File: config.mk
export PLATFORM = sky130hd
export DESIGN_NAME = frequency_meter
export DESIGN_NICKNAME = d
export VERILOG_FILES = /design/src/rtl/frequency_meter.sv
export SDC_FILE = /design/constraint.sdc
export NUM_CORES = 1
export LEC_CHECK = 0
export CORE_MARGIN = 3
export CORE_UTILIZATION = 30
export CTS_CLUSTER_SIZE = 10
export DETAILED_ROUTE_END_ITERATION = 6
export SLEW_MARGIN = 20
export SYNTH_ARGS = -nofsm -noshare
export SYNTH_HDL_FRONTEND = slang
export SYNTH_SLANG_ARGS = --single-unit
File: constraint.sdc
create_clock -name clk -period 2.1 [get_ports clk]
set_clock_uncertainty 0.2 [all_clocks]
set_input_delay 0.42 -clock clk [delete_from_list [all_inputs] [get_ports clk]]
set_output_delay 0.42 -clock clk [all_outputs]
set_load 0.01 [all_outputs]
File: src/rtl/frequency_meter.sv
`default_nettype none
// ============================================================================
//  Module      : frequency_meter
//  Description : Measures the frequency (rising edges per gate window of
//                BASE_SPEED clk cycles, i.e. Hz) and the period (clk cycles
//                between consecutive rising edges) of an asynchronous
//                square-wave input.
//  Ports       :
//    clk          in   system clock
//    reset        in   synchronous active-high reset (hold >= 3 cycles)
//    sigIn        in   measured signal, asynchronous to clk
//    freq         out  rising edges counted in the last complete window
//    freqValid    out  one-cycle pulse when freq/overflow update
//    overflow     out  last window's edge count saturated
//    period       out  clk cycles between the last two edges, 0 on timeout
//    periodValid  out  one-cycle pulse when period updates
//  Revision    : 1.0  initial release
// ============================================================================
module frequency_meter #(
    parameter int BASE_SPEED = 50000000,
    parameter int COUNT_W    = 20,
    parameter int PW         = $clog2(BASE_SPEED + 1)
) (
    input  logic               clk,
    input  logic               reset,
    input  logic               sigIn,
    output logic [COUNT_W-1:0] freq,
    output logic               freqValid,
    output logic               overflow,
    output logic [PW-1:0]      period,
    output logic               periodValid
);

    localparam logic [PW-1:0]      C_WIN_LAST = PW'(BASE_SPEED - 1);
    localparam logic [PW-1:0]      C_PER_MAX  = PW'(BASE_SPEED);
    localparam logic [COUNT_W-1:0] C_CNT_MAX  = '1;

    typedef enum logic [0:0] {
        ST_ARM     = 1'b0,
        ST_MEASURE = 1'b1
    } state_t;

    // ------------------------------------------------------------------------
    // Synchronizer. No reset: the chain keeps following sigIn during reset so
    // that a steady high level at reset release does not look like an edge.
    // ------------------------------------------------------------------------
    logic r_s1;
    logic r_s2;
    logic r_s3;
    logic w_edge;

    always_ff @(posedge clk) begin
        r_s1 <= sigIn;
        r_s2 <= r_s1;
        r_s3 <= r_s2;
    end

    assign w_edge = r_s2 & ~r_s3;

    // ------------------------------------------------------------------------
    // Gate window: count edges over BASE_SPEED cycles. The edge seen in the
    // last cycle of a window still belongs to that window, so it is folded
    // into the published count directly rather than into r_edge_cnt.
    // ------------------------------------------------------------------------
    logic [PW-1:0]      r_win_cnt;
    logic [COUNT_W-1:0] r_edge_cnt;
    logic               r_sat;
    logic               w_win_end;

    assign w_win_end = (r_win_cnt == C_WIN_LAST);

    always_ff @(posedge clk) begin
        if (reset) begin
            r_win_cnt  <= '0;
            r_edge_cnt <= '0;
            r_sat      <= 1'b0;
            freq       <= '0;
            freqValid  <= 1'b0;
            overflow   <= 1'b0;
        end else begin
            freqValid <= 1'b0;
            if (w_win_end) begin
                r_win_cnt  <= '0;
                r_edge_cnt <= '0;
                r_sat      <= 1'b0;
                freqValid  <= 1'b1;
                if (w_edge && (r_edge_cnt == C_CNT_MAX)) begin
                    freq     <= C_CNT_MAX;
                    overflow <= 1'b1;
                end else begin
                    freq     <= r_edge_cnt + {{(COUNT_W-1){1'b0}}, w_edge};
                    overflow <= r_sat;
                end
            end else begin
                r_win_cnt <= r_win_cnt + 1'b1;
                if (w_edge) begin
                    if (r_edge_cnt == C_CNT_MAX) begin
                        r_sat <= 1'b1;
                    end else begin
                        r_edge_cnt <= r_edge_cnt + 1'b1;
                    end
                end
            end
        end
    end

    // ------------------------------------------------------------------------
    // Period FSM. r_per_cnt holds the number of cycles since the last edge
    // (1 in the cycle right after it). An edge at r_per_cnt == BASE_SPEED wins
    // over the timeout so a period of exactly BASE_SPEED can be reported.
    // ------------------------------------------------------------------------
    state_t        r_state;
    logic [PW-1:0] r_per_cnt;

    always_ff @(posedge clk) begin
        if (reset) begin
            r_state     <= ST_ARM;
            r_per_cnt   <= '0;
            period      <= '0;
            periodValid <= 1'b0;
        end else begin
            periodValid <= 1'b0;
            case (r_state)
                ST_ARM: begin
                    if (w_edge) begin
                        r_state   <= ST_MEASURE;
                        r_per_cnt <= PW'(1);
                    end
                end
                ST_MEASURE: begin
                    if (w_edge) begin
                        period      <= r_per_cnt;
                        periodValid <= 1'b1;
                        r_per_cnt   <= PW'(1);
                    end else if (r_per_cnt == C_PER_MAX) begin
                        period      <= '0;
                        periodValid <= 1'b1;
                        r_state     <= ST_ARM;
                    end else begin
                        r_per_cnt <= r_per_cnt + 1'b1;
                    end
                end
                default: begin
                    r_state <= ST_ARM;
                end
            endcase
        end
    end

endmodule
`default_nettype wire

==> summary.md, run 1 <==
| Metric | Value |
|---|---|
| HP Start | `r_s1$_DFF_P_` |
| Worst-Skew Late Latency | `0.41 ns` |
| Total CTS buffers | `17` |
| R2R cell count | `5` |
| Largest net degree at the start of global routing | `26` |
| Dominant synthesized flop cell | `dfxtp_1` |
| Hold path endpoint | `r_s2$_DFF_P_` |
| Drt pass-1 iters | `6` |
| FF/Latch Area | `2520 um2` |
| Worst Path Max Fanout | `7` |
| Vias in the first global route | `4306` |
| Iter 0 DRT Violations | `266` |
| Synth Instances | `602` |
| Post-synthesis sequential area ratio | `0.451` |
| Max_slew headroom | `0.720` |
| Syn Nets | `611` |
| Synth async-reset ratio | `0` |
| Row count | `49` |
| Core Area | `18100 um2` |
| Cell area after synthesis | `5600 um2` |
| Vias post-DR | `4521` |
| Tot GR Track Use | `0.132` |
| Worst-path clk slew | `0.06 ns` |
| Clk sink count | `126` |
| Crit Reg-Reg Endpoint | `r_edge_cnt[9]$_SDFFE_PP0P_` |
| Ratio of cells with drive above 1 in the final layout | `0.209` |
| Global placer's final weighted congestion | `0.811` |
| Crit-path slowest cell | `or4_4` |
| N_diodes | `0` |
| Peak supply drop | `0.617 mV` |
| First-pass GRT wire length | `21500 um` |
| H-tree depth | `4` |
| Residual DRC | `0` |
| Share of the synthesized area in the top cell type | `0.451` |
| Io pins | `52` |
| Initial core utilization | `0.308` |
| Nets@finish | `714` |
| I/O Buffers | `51` |
| CTS tree | `done` |
| Status | `completed` |
| Die X | `143 um` |
| Final WL | `12800 um` |
| Multi-input logic area | `2930 um2` |
| Worst hold slack | `0.128 ns` |
| Final setup vio count | `0` |
| Flop2flop setup slack | `0.05 ns` |
| Post-DR wirelength/cell | `13.5 um` |
| Hpwl dp | `8880 um` |
| Worst setup path category | `flip-flop to flip-flop` |
| Worst min path class | `flip-flop to flip-flop` |
| FF-to-FF Start | `r_edge_cnt[6]$_SDFFE_PP0P_` |
| Total congestion overflow | `0` |
| Area Growth Syn to Fin | `34.3%` |
| Number of enable flip-flop cells after synthesis | `0` |
| Max Cap Viol | `0` |
| Syn Area/Cell | `9.30 um2` |
| Slew Limit Fails | `0` |
| Startpoint types | `flip-flop` |
| Die height | `143 um` |
| Register bit total from synthesis | `126` |
| Slowest cell delay on critical path | `0.60 ns` |
| Die Area | `20300 um2` |
| Yosys top cell by area | `dfxtp_1` |
| Largest cells by area after synthesis | `dfxtp_1 (45%), xor2_1 (7.8%), nor2_1 (6.6%)` |
| CP cell instances | `nand2_1 > or4_4 > o211ai_2 > or3_2 > a21oi_1` |
| Fmax | `0.489 GHz` |
| CP Capture Type | `flip-flop` |
| Post-layout min period | `2.05 ns` |
| Ys Warns | `0` |
| CTS Buffer Depth | `2` |
| Post-Place Setup Slack | `0.00635 ns` |
| Remaining antenna violation count | `0` |
| Period utilization | `0.974` |
| Worst-Margin Slew | `0.419 ns` |
| CTS Hold Bufs | `0` |
| Setup WS post-layout | `0.0548 ns` |
| Final Hold Fails | `0` |
| FILL cells | `1784` |
| Count of cell types in the netlist | `51` |
| Leakage | `0.00270 uW` |
| Average vias per placed instance | `4.77` |
| Pwr/cell area | `776 nW/um2` |
| Hold Path Cell Cnt | `0` |
| Antenna violations before repair | `0` |
| Worst EP arrival | `2.15 ns` |
| RSZ-0062 raised after global routing | `yes` |
| CP required | `2.20 ns` |
| Root buf cell | `clkbuf_16` |
[flip-flops by register name, summed over array words and instances, names as in the netlist]
signal and flops:
period 26, r_win_cnt 26, r_s2 1, freqValid 1, r_sat 1, r_s3 1, r_per_cnt 26, freq 20
r_state 1, r_edge_cnt 20, periodValid 1, r_s1 1, overflow 1
[cell usage after synthesis (all sizes together) (8+ instances only)]
cell    number
nand2       33
nor3        11
clkbuf      15
inv         10
nand3       40
or3         13
xnor2       19
nor2       100
nand4       24
xor2        50
nor4        11
a21oi       16
o21ai       13
and3        15
a22o        26
dfxtp      126
a211oi      22
and4         8
buf         18
[metrics by stage]
stage	area (um2)	setup TNS, ns	std cells	power [uW]	util
global placement	6800	0	913	2640	0.375
detailed placement	6800	0	913	2640	0.375
floorplan	5660	-0.0816	602	2570	-
CTS	7460	0	945	5890	0.411
global route	7520	-0.0771	947	6010	0.414
finish	7520	0	947	5830	0.414
[critical path, delay by kind of cell (launching register included)]
kind | cells | cell delay [ns]
AO/OA/AOI/OAI | 2 | 0.43
AND/OR/NAND/NOR | 3 | 0.91
flip-flops | 1 | 0.40
[layout by cell type (no fill, tap or decap), types with 11 or more instances in the layout]
cell type / Yosys / layout
nand2_1: 33 / 32
a211oi_2: 20 / 20
a22o_1: 26 / 26
clkdlybuf4s50_1: 0 / 51
nand3_1: 39 / 38
clkbuf_16: 0 / 17
nor2_1: 99 / 99
buf_4: 2 / 60
or3_1: 12 / 11
a21oi_1: 15 / 15
xor2_1: 50 / 50
and3_1: 13 / 13
nand4_1: 23 / 23
dfxtp_1: 126 / 125
xnor2_1: 19 / 19
[report_power, final]
part           leakage [uW]  internal [uW]  switching (uW)
Sequential          0.00102           2410            11.3
Clock              0.000318           2140            1100
Combinational       0.00137           70.0             105
Total               0.00270           4620            1210
[worst max-delay path by stage]
stage | depth (start not counted) | startpoint | end
2_1_floorplan | 10 | r_s3$_DFF_P_ | freq[16]$_SDFFE_PP0P_
3_3_place_gp | 9 | r_s2$_DFF_P_ | freq[16]$_SDFFE_PP0P_
3_5_place_dp | 9 | r_s2$_DFF_P_ | freq[16]$_SDFFE_PP0P_
4_1_cts | 9 | r_s3$_DFF_P_ | freq[16]$_SDFFE_PP0P_
5_1_grt | 5 | r_edge_cnt[6]$_SDFFE_PP0P_ | r_edge_cnt[9]$_SDFFE_PP0P_
6_report | 5 | r_edge_cnt[6]$_SDFFE_PP0P_ | r_edge_cnt[9]$_SDFFE_PP0P_
[cell type report]
cell class,instances,share of cell area
multi-input cells,433,0.389
flip-flops and latches,126,0.336
repair buffers,117,0.144
clock buffers,19,0.0589
well taps,229,0.0381
clock inverters,13,0.0281
inverters,10,0.00599
[cell families (layout without fill, tap and decap cells)]
kind of cell / count (synthesis) / in the layout / synth area share
buf+inv: 43 / 159 / 0.0445
flops: 126 / 126 / 0.451
xor+xnor: 69 / 69 / 0.108
fa+ha+maj: 6 / 6 / 0.0134
mux: 2 / 2 / 0.00358
compound gates: 85 / 85 / 0.129
simple gates: 271 / 271 / 0.251
[timing repair]
action	in CTS	in global routing
pin swaps	0	4
cloned	0	0
endpoints found under the hold margin	0	0
setup buffers	0	2
resized for setup	1	5
endpoints found under the setup margin	1	27
[routing by layer]
layer,share of wire,vias up,global-route usage
met2,0.46,69,0.205
met4,0.016,0,0.0485
li1,-,2345,-
met1,0.49,2093,0.175
met3,0.039,14,0.0383
met5,0,-,0
Power figures use the tool's default switching activity.
==> run 2: changes to the inputs <==
--- a/config.mk
+++ b/config.mk
@@ -5,7 +5,7 @@
 export SDC_FILE = /design/constraint.sdc
 export NUM_CORES = 1
 export LEC_CHECK = 0
-export CORE_MARGIN = 3
+export CORE_MARGIN = 2
 export CORE_UTILIZATION = 30
 export CTS_CLUSTER_SIZE = 10
 export DETAILED_ROUTE_END_ITERATION = 6
==> run 2 against run 1 <==
Compared with the run above:
- worst hold slack improved by 0.0082 ns
- flip-flop and latch count unchanged
- clock power fell by 11%
- critical path type unchanged
- highest routed layer unchanged
- setup slack better by 0.029 ns
- core utilization shrank 0.58 points
- sequential share of layout area increased by 0.49 points
- first-iteration DRC count increased by 5.3%
- wire length rose by 1.1%
- maximum frequency grew 1.4%
- critical endpoint is now r_edge_cnt[7]$_SDFFE_PP0P_
- design area is 1.4% lower
- via count about the same
==> summary.md, run 2 (synthesis gave the netlist of run 1 again) <==
| Metric | Value |
|---|---|
| FILL cells | `1820 (+2.0%)` |
| Die X | `141 um (-1.4%)` |
| Clk sink count | `126 (unchanged)` |
| Global placer's final weighted congestion | `0.813 (+0.17%)` |
| Period utilization | `0.960 (-0.0136)` |
| Total congestion overflow | `0 (unchanged)` |
| Die Area | `19800 um2 (-2.8%)` |
| Vias in the first global route | `4435 (+3.0%)` |
| Fmax | `0.496 GHz (+1.4%)` |
| Nets@finish | `713 (-0.14%)` |
| Post-CTS setup buffers | `0 (unchanged)` |
| Final setup vio count | `0 (unchanged)` |
| Die height | `141 um (-1.4%)` |
| CP Capture Type | `flip-flop` |
| Remaining antenna violation count | `0 (unchanged)` |
| Status | `completed` |
| Max_slew headroom | `0.730 (+0.00968)` |
| Worst min path class | `flip-flop to flip-flop` |
| Initial core utilization | `0.308 (unchanged)` |
| RSZ-0062 raised after global routing | `yes` |
| Drt pass-1 iters | `5 (-1)` |
| Largest net degree at the start of global routing | `26 (unchanged)` |
| Commonest non-fill, non-tap cell in the layout | `dfxtp_1` |
| Final WL | `13000 um (+1.1%)` |
| Core Area | `18100 um2 (unchanged)` |
| Ratio of cells with drive above 1 in the final layout | `0.204 (-0.00500)` |
| Worst-path clk slew | `0.06 ns (about the same)` |
| Final Hold Fails | `0 (unchanged)` |
| Root buf cell | `clkbuf_16` |
| Tot GR Track Use | `0.137 (+0.00518)` |
| Critical Path Start | `r_edge_cnt[9]$_SDFFE_PP0P_` |
| Worst Path Max Fanout | `6 (-1)` |
| CP required | `2.25 ns (+0.05 ns)` |
| Worst EP arrival | `2.17 ns (+0.02 ns)` |
| HP Start | `r_s1$_DFF_P_` |
| Area Growth Syn to Fin | `32.4%` |
| Max Cap Viol | `0 (unchanged)` |
| Largest regs | `period x26, r_per_cnt x26, r_win_cnt x26` |
| Post-layout min period | `2.02 ns (-0.0286 ns)` |
| Vias post-DR | `4523 (+0.044%)` |
| Io pins | `52 (unchanged)` |
| Residual DRC | `0 (unchanged)` |
| Startpoint types | `flip-flop` |
| Design area | `7410 um2 (-1.4%)` |
| Most frequent cells in the layout | `dfxtp_1 (124), nor2_1 (99), buf_4 (59)` |
| Average vias per placed instance | `4.79 (+0.26%)` |
| Post-DR wirelength/cell | `13.7 um (+1.3%)` |
| FF-to-FF Start | `r_edge_cnt[9]$_SDFFE_PP0P_` |
| Power Total | `5460 uW (-6.4%)` |
| N_diodes | `0 (unchanged)` |
| Hpwl dp | `8950 um (+0.80%)` |
| Area after DPL | `6820 um2 (+0.29%)` |
| Antenna violations before repair | `0 (unchanged)` |
| Worst hold slack | `0.136 ns (+0.00822 ns)` |
| CTS Buffer Depth | `2 (unchanged)` |
| Slew Limit Fails | `0 (unchanged)` |
| H-tree depth | `4 (unchanged)` |
| Post-route setup TNS | `0 ns (unchanged)` |
| Leakage | `0.00265 uW (-2.2%)` |
| CTS tree | `done` |
| Worst-Margin Slew | `0.403 ns (-0.0160 ns)` |
| Total CTS buffers | `17 (unchanged)` |
| Worst-Skew Late Latency | `0.42 ns (about the same)` |
| I/O Buffers | `51 (unchanged)` |
| Worst setup path category | `flip-flop to flip-flop` |
| First-pass GRT wire length | `21800 um (+1.2%)` |
| Pwr/cell area | `737 nW/um2 (-5.1%)` |
| Row count | `49 (unchanged)` |
| Peak supply drop | `0.580 mV (-5.9%)` |
| Iter 0 DRT Violations | `280 (+5.3%)` |
[run 2: through the flow]
stage          instances  worst slack, ns  utilization
6_report             945           0.0834        0.408
5_1_grt              945          -0.0111        0.408
4_1_cts              945          0.00607        0.408
3_5_place_dp         914          -0.0116        0.376
3_3_place_gp         914           0.0158        0.376
2_1_floorplan        602          -0.0816            -
[run 2: path summary, 6_finish.rpt]
kind | endpoint | slack, ns | cells past startpoint
max reg2reg | r_edge_cnt[7]$_SDFFE_PP0P_ | 0.08 | 6
min reg2reg | r_s2$_DFF_P_ | 0.14 | 0
min | r_s2$_DFF_P_ | 0.14 | 0
max | r_edge_cnt[7]$_SDFFE_PP0P_ | 0.08 | 6
[run 2: where the power goes]
group | switching [uW] | internal [uW] | leakage [uW]
combinational | 103 | 66.3 | 0.00135
sequential | 12.5 | 2410 | 0.00102
clock | 1070 | 1800 | 0.000275
total | 1190 | 4270 | 0.00265
[run 2: timing repair]
item | 4_1_cts | 5_1_grt
hold buffers | 0 | 0
gates resized for setup | 2 | 3
endpoints found under the setup margin | 4 | 20
pin swaps | 0 | 4
gates cloned | 0 | 0
[run 2: worst max-delay path: stages (launching register included)]
cell and delay, ns:
dfxtp_1 0.34, nand3_2 0.09, or4_4 0.61, o211ai_2 0.35, buf_4 0.18, o21ai_1 0.05, a21oi_1 0.11
[run 2: area by class of cell]
type                    instances  area, um2  area share
repair buffers                116       1070       0.145
multi-input cells             433       2910       0.392
flip-flops and latches        126       2520       0.341
well taps                     229        287      0.0387
inverters                      10       45.0     0.00608
clock buffers                  21        460      0.0621
clock inverters                10        115      0.0155
[run 2: per-layer routing]
| metal | routed length (um) | vias up | GRT usage |
|---|---|---|---|
| met5 | 0 | - | 0 |
| met4 | 160 | 0 | 0.0474 |
| met3 | 480 | 14 | 0.0431 |
| met2 | 5800 | 66 | 0.211 |
| met1 | 6520 | 2112 | 0.183 |
| li1 | - | 2331 | - |
==> run 3: changes to the inputs <==
--- a/config.mk
+++ b/config.mk
@@ -6,9 +6,10 @@
 export NUM_CORES = 1
 export LEC_CHECK = 0
 export CORE_MARGIN = 2
-export CORE_UTILIZATION = 30
+export CORE_UTILIZATION = 52
 export CTS_CLUSTER_SIZE = 10
 export DETAILED_ROUTE_END_ITERATION = 6
+export PLACE_DENSITY = 0.72
 export SLEW_MARGIN = 20
 export SYNTH_ARGS = -nofsm -noshare
 export SYNTH_HDL_FRONTEND = slang
==> run 3 against run 2 <==
Compared with the run above:
- via count up 5.0%
- sequential power about the same
- register-to-register slack about the same
- clock power up 5%
- total power up 2.4%
- worst hold slack worse by 0.0081 ns
- clock-buffer cell count down 2
- critical path type is now flip-flop to primary output
- largest power group unchanged
==> summary.md, run 3 (synthesis gave the netlist of run 1 again) <==
| Metric | Value |
|---|---|
| CTS Buffer Depth | `2 (unchanged)` |
| Residual DRC | `0 (unchanged)` |
| Core Area | `10400 um2 (-43%)` |
| Fmax | `0.490 GHz (-1.1%)` |
| CP required | `1.48 ns (-0.77 ns)` |
| Fin util | `0.705 (+0.297)` |
| Crit-path slowest cell | `clkdlybuf4s50_1` |
| FILL cells | `800 (-56%)` |
| Root buf cell | `clkbuf_8` |
| CP Capture Type | `primary output` |
| Multi-input logic area | `2960 um2 (+1.8%)` |
| CTS tree | `done` |
| Tot GR Track Use | `0.229 (+0.0917)` |
| CTS Hold Bufs | `0 (unchanged)` |
| Peak supply drop | `0.829 mV (+43%)` |
| Io pins | `52 (unchanged)` |
| Die Area | `11600 um2 (-41%)` |
| CP cell instances | `clkdlybuf4s50_1` |
| Period utilization | `0.971 (+0.0106)` |
| Ratio of cells with drive above 1 in the final layout | `0.204 (about the same)` |
| Startpoint types | `flip-flop` |
| Worst min path class | `flip-flop to flip-flop` |
| Commonest non-fill, non-tap cell in the layout | `dfxtp_1` |
| FF/Latch Area | `2530 um2 (about the same)` |
| Initial core utilization | `0.540 (+0.231)` |
| Drt pass-1 iters | `5 (unchanged)` |
| Status | `completed` |
| Slowest cell delay on critical path | `0.56 ns (-0.05 ns)` |
| Worst-Skew Late Latency | `0.53 ns (+0.11 ns)` |
| Worst setup path category | `flip-flop to primary output` |
| Iter 0 DRT Violations | `261 (-6.8%)` |
| Die X | `108 um (-23%)` |
| Final Hold Fails | `0 (unchanged)` |
| Worst Path Max Fanout | `2 (-4)` |
| Average vias per placed instance | `5.61 (+17%)` |
| Worst EP arrival | `1.42 ns (-0.75 ns)` |
| Largest net degree at the start of global routing | `36 (+38%)` |
| Total CTS buffers | `17 (unchanged)` |
| Worst-Margin Slew | `0.490 ns (+0.0863 ns)` |
| Vias in the first global route | `4640 (+4.6%)` |
| Area Growth Syn to Fin | `30.6%` |
| Most frequent cells in the layout | `dfxtp_1 (123), nor2_1 (98), buf_4 (54)` |
| Largest regs | `period x26, r_per_cnt x26, r_win_cnt x26` |
| CP delay by family, top | `buffers and inverters` |
| Remaining antenna violation count | `0 (unchanged)` |
| Row count | `37 (-24%)` |
| Antenna violations before repair | `0 (unchanged)` |
| First-pass GRT wire length | `21100 um (-3.1%)` |
| Max_slew headroom | `0.674 (-0.0565)` |
| Power Total | `5590 uW (+2.4%)` |
| Nets@finish | `707 (-0.84%)` |
| Post-layout min period | `2.04 ns (+0.0223 ns)` |
| Hpwl dp | `8510 um (-4.9%)` |
| N_diodes | `0 (unchanged)` |
| Pwr/cell area | `765 nW/um2 (+3.8%)` |
| Die height | `108 um (-23%)` |
| Global placer's final weighted congestion | `0.850 (+4.6%)` |
| Slew Limit Fails | `0 (unchanged)` |
| Leakage | `0.00268 uW (+1.4%)` |
| Total congestion overflow | `0 (unchanged)` |
| Worst-path clk slew | `0.06 ns (about the same)` |
| Final setup vio count | `0 (unchanged)` |
| H-tree depth | `4 (unchanged)` |
| Final WL | `12600 um (-2.5%)` |
| Vias post-DR | `4748 (+5.0%)` |
| I/O Buffers | `51 (unchanged)` |
| Clk sink count | `126 (unchanged)` |
| Max Cap Viol | `0 (unchanged)` |
| RSZ-0062 raised after global routing | `yes` |
| Post-DR wirelength/cell | `14.9 um (+8.7%)` |
| Worst path bufs/invs | `1 (unchanged)` |
## run 3: cell types whose count changed in the layout (fill, tap and decap cells not counted), sizes merged, moves of 2 or more
cell / change
buf: -7
clkdlybuf4s50: -3
dlymetal6s2s: +3
bufinv: +2
clkbuf: -2
inv: +2
## run 3: final timing paths
path	from	end	slack, ns	cells after the start
worst min register to register	r_s1$_DFF_P_	r_s2$_DFF_P_	0.13	0
worst min-delay path	r_s1$_DFF_P_	r_s2$_DFF_P_	0.13	0
worst max-delay path	period[13]$_SDFFE_PP0P_	period[13]	0.06	1
worst max register to register	r_edge_cnt[9]$_SDFFE_PP0P_	r_edge_cnt[17]$_SDFFE_PP0P_	0.07	6
## run 3: final cells by class
| cell class | count | area share |
|---|---|---|
| Sequential cell | 126 | 0.345 |
| Timing Repair Buffer | 109 | 0.137 |
| Tap cell | 136 | 0.0233 |
| Clock inverter | 13 | 0.0258 |
| Multi-Input combinational cell | 434 | 0.404 |
| Clock buffer | 19 | 0.0577 |
| Inverter | 10 | 0.00616 |
## run 3: where the power goes
group	total, uW	internal [uW]	switching [uW]
clock network	3000	1930	1070
registers	2420	2410	13.0
logic	168	61.6	106
## run 3: routing by layer
| metal | vias to the layer above | part of all wire | wire, um | GRT usage |
|---|---|---|---|---|
| met5 | - | 0 | 0 | 0 |
| met1 | 2279 | 0.44 | 5610 | 0.265 |
| met3 | 33 | 0.044 | 551 | 0.0666 |
| li1 | 2322 | - | - | - |
| met4 | 0 | 0.027 | 344 | 0.116 |
| met2 | 114 | 0.48 | 6120 | 0.384 |
## run 3: metrics by stage
| stage | cell area (um2) | setup WS, ns | cells | hold slack [ns] | setup TNS, ns |
|---|---|---|---|---|---|
| 2_1_floorplan | 5660 | -0.0816 | 602 | 0.110 | -0.0816 |
| 4_1_cts | 7240 | 0.000810 | 844 | 0.128 | 0 |
| 3_3_place_gp | 6620 | -0.181 | 812 | 0.113 | -4.65 |
| 5_1_grt | 7310 | -0.00519 | 847 | 0.137 | -0.00535 |
| 3_5_place_dp | 6620 | -0.251 | 812 | 0.118 | -6.14 |
| 6_report | 7310 | 0.0611 | 847 | 0.128 | 0 |
## run 3: timing repair
action | 4_1_cts | 5_1_grt
setup buffers | 0 | 2
resized for setup | 2 | 12
endpoints found under the setup margin | 27 | 57
gates cloned | 0 | 1
pin swaps | 0 | 6
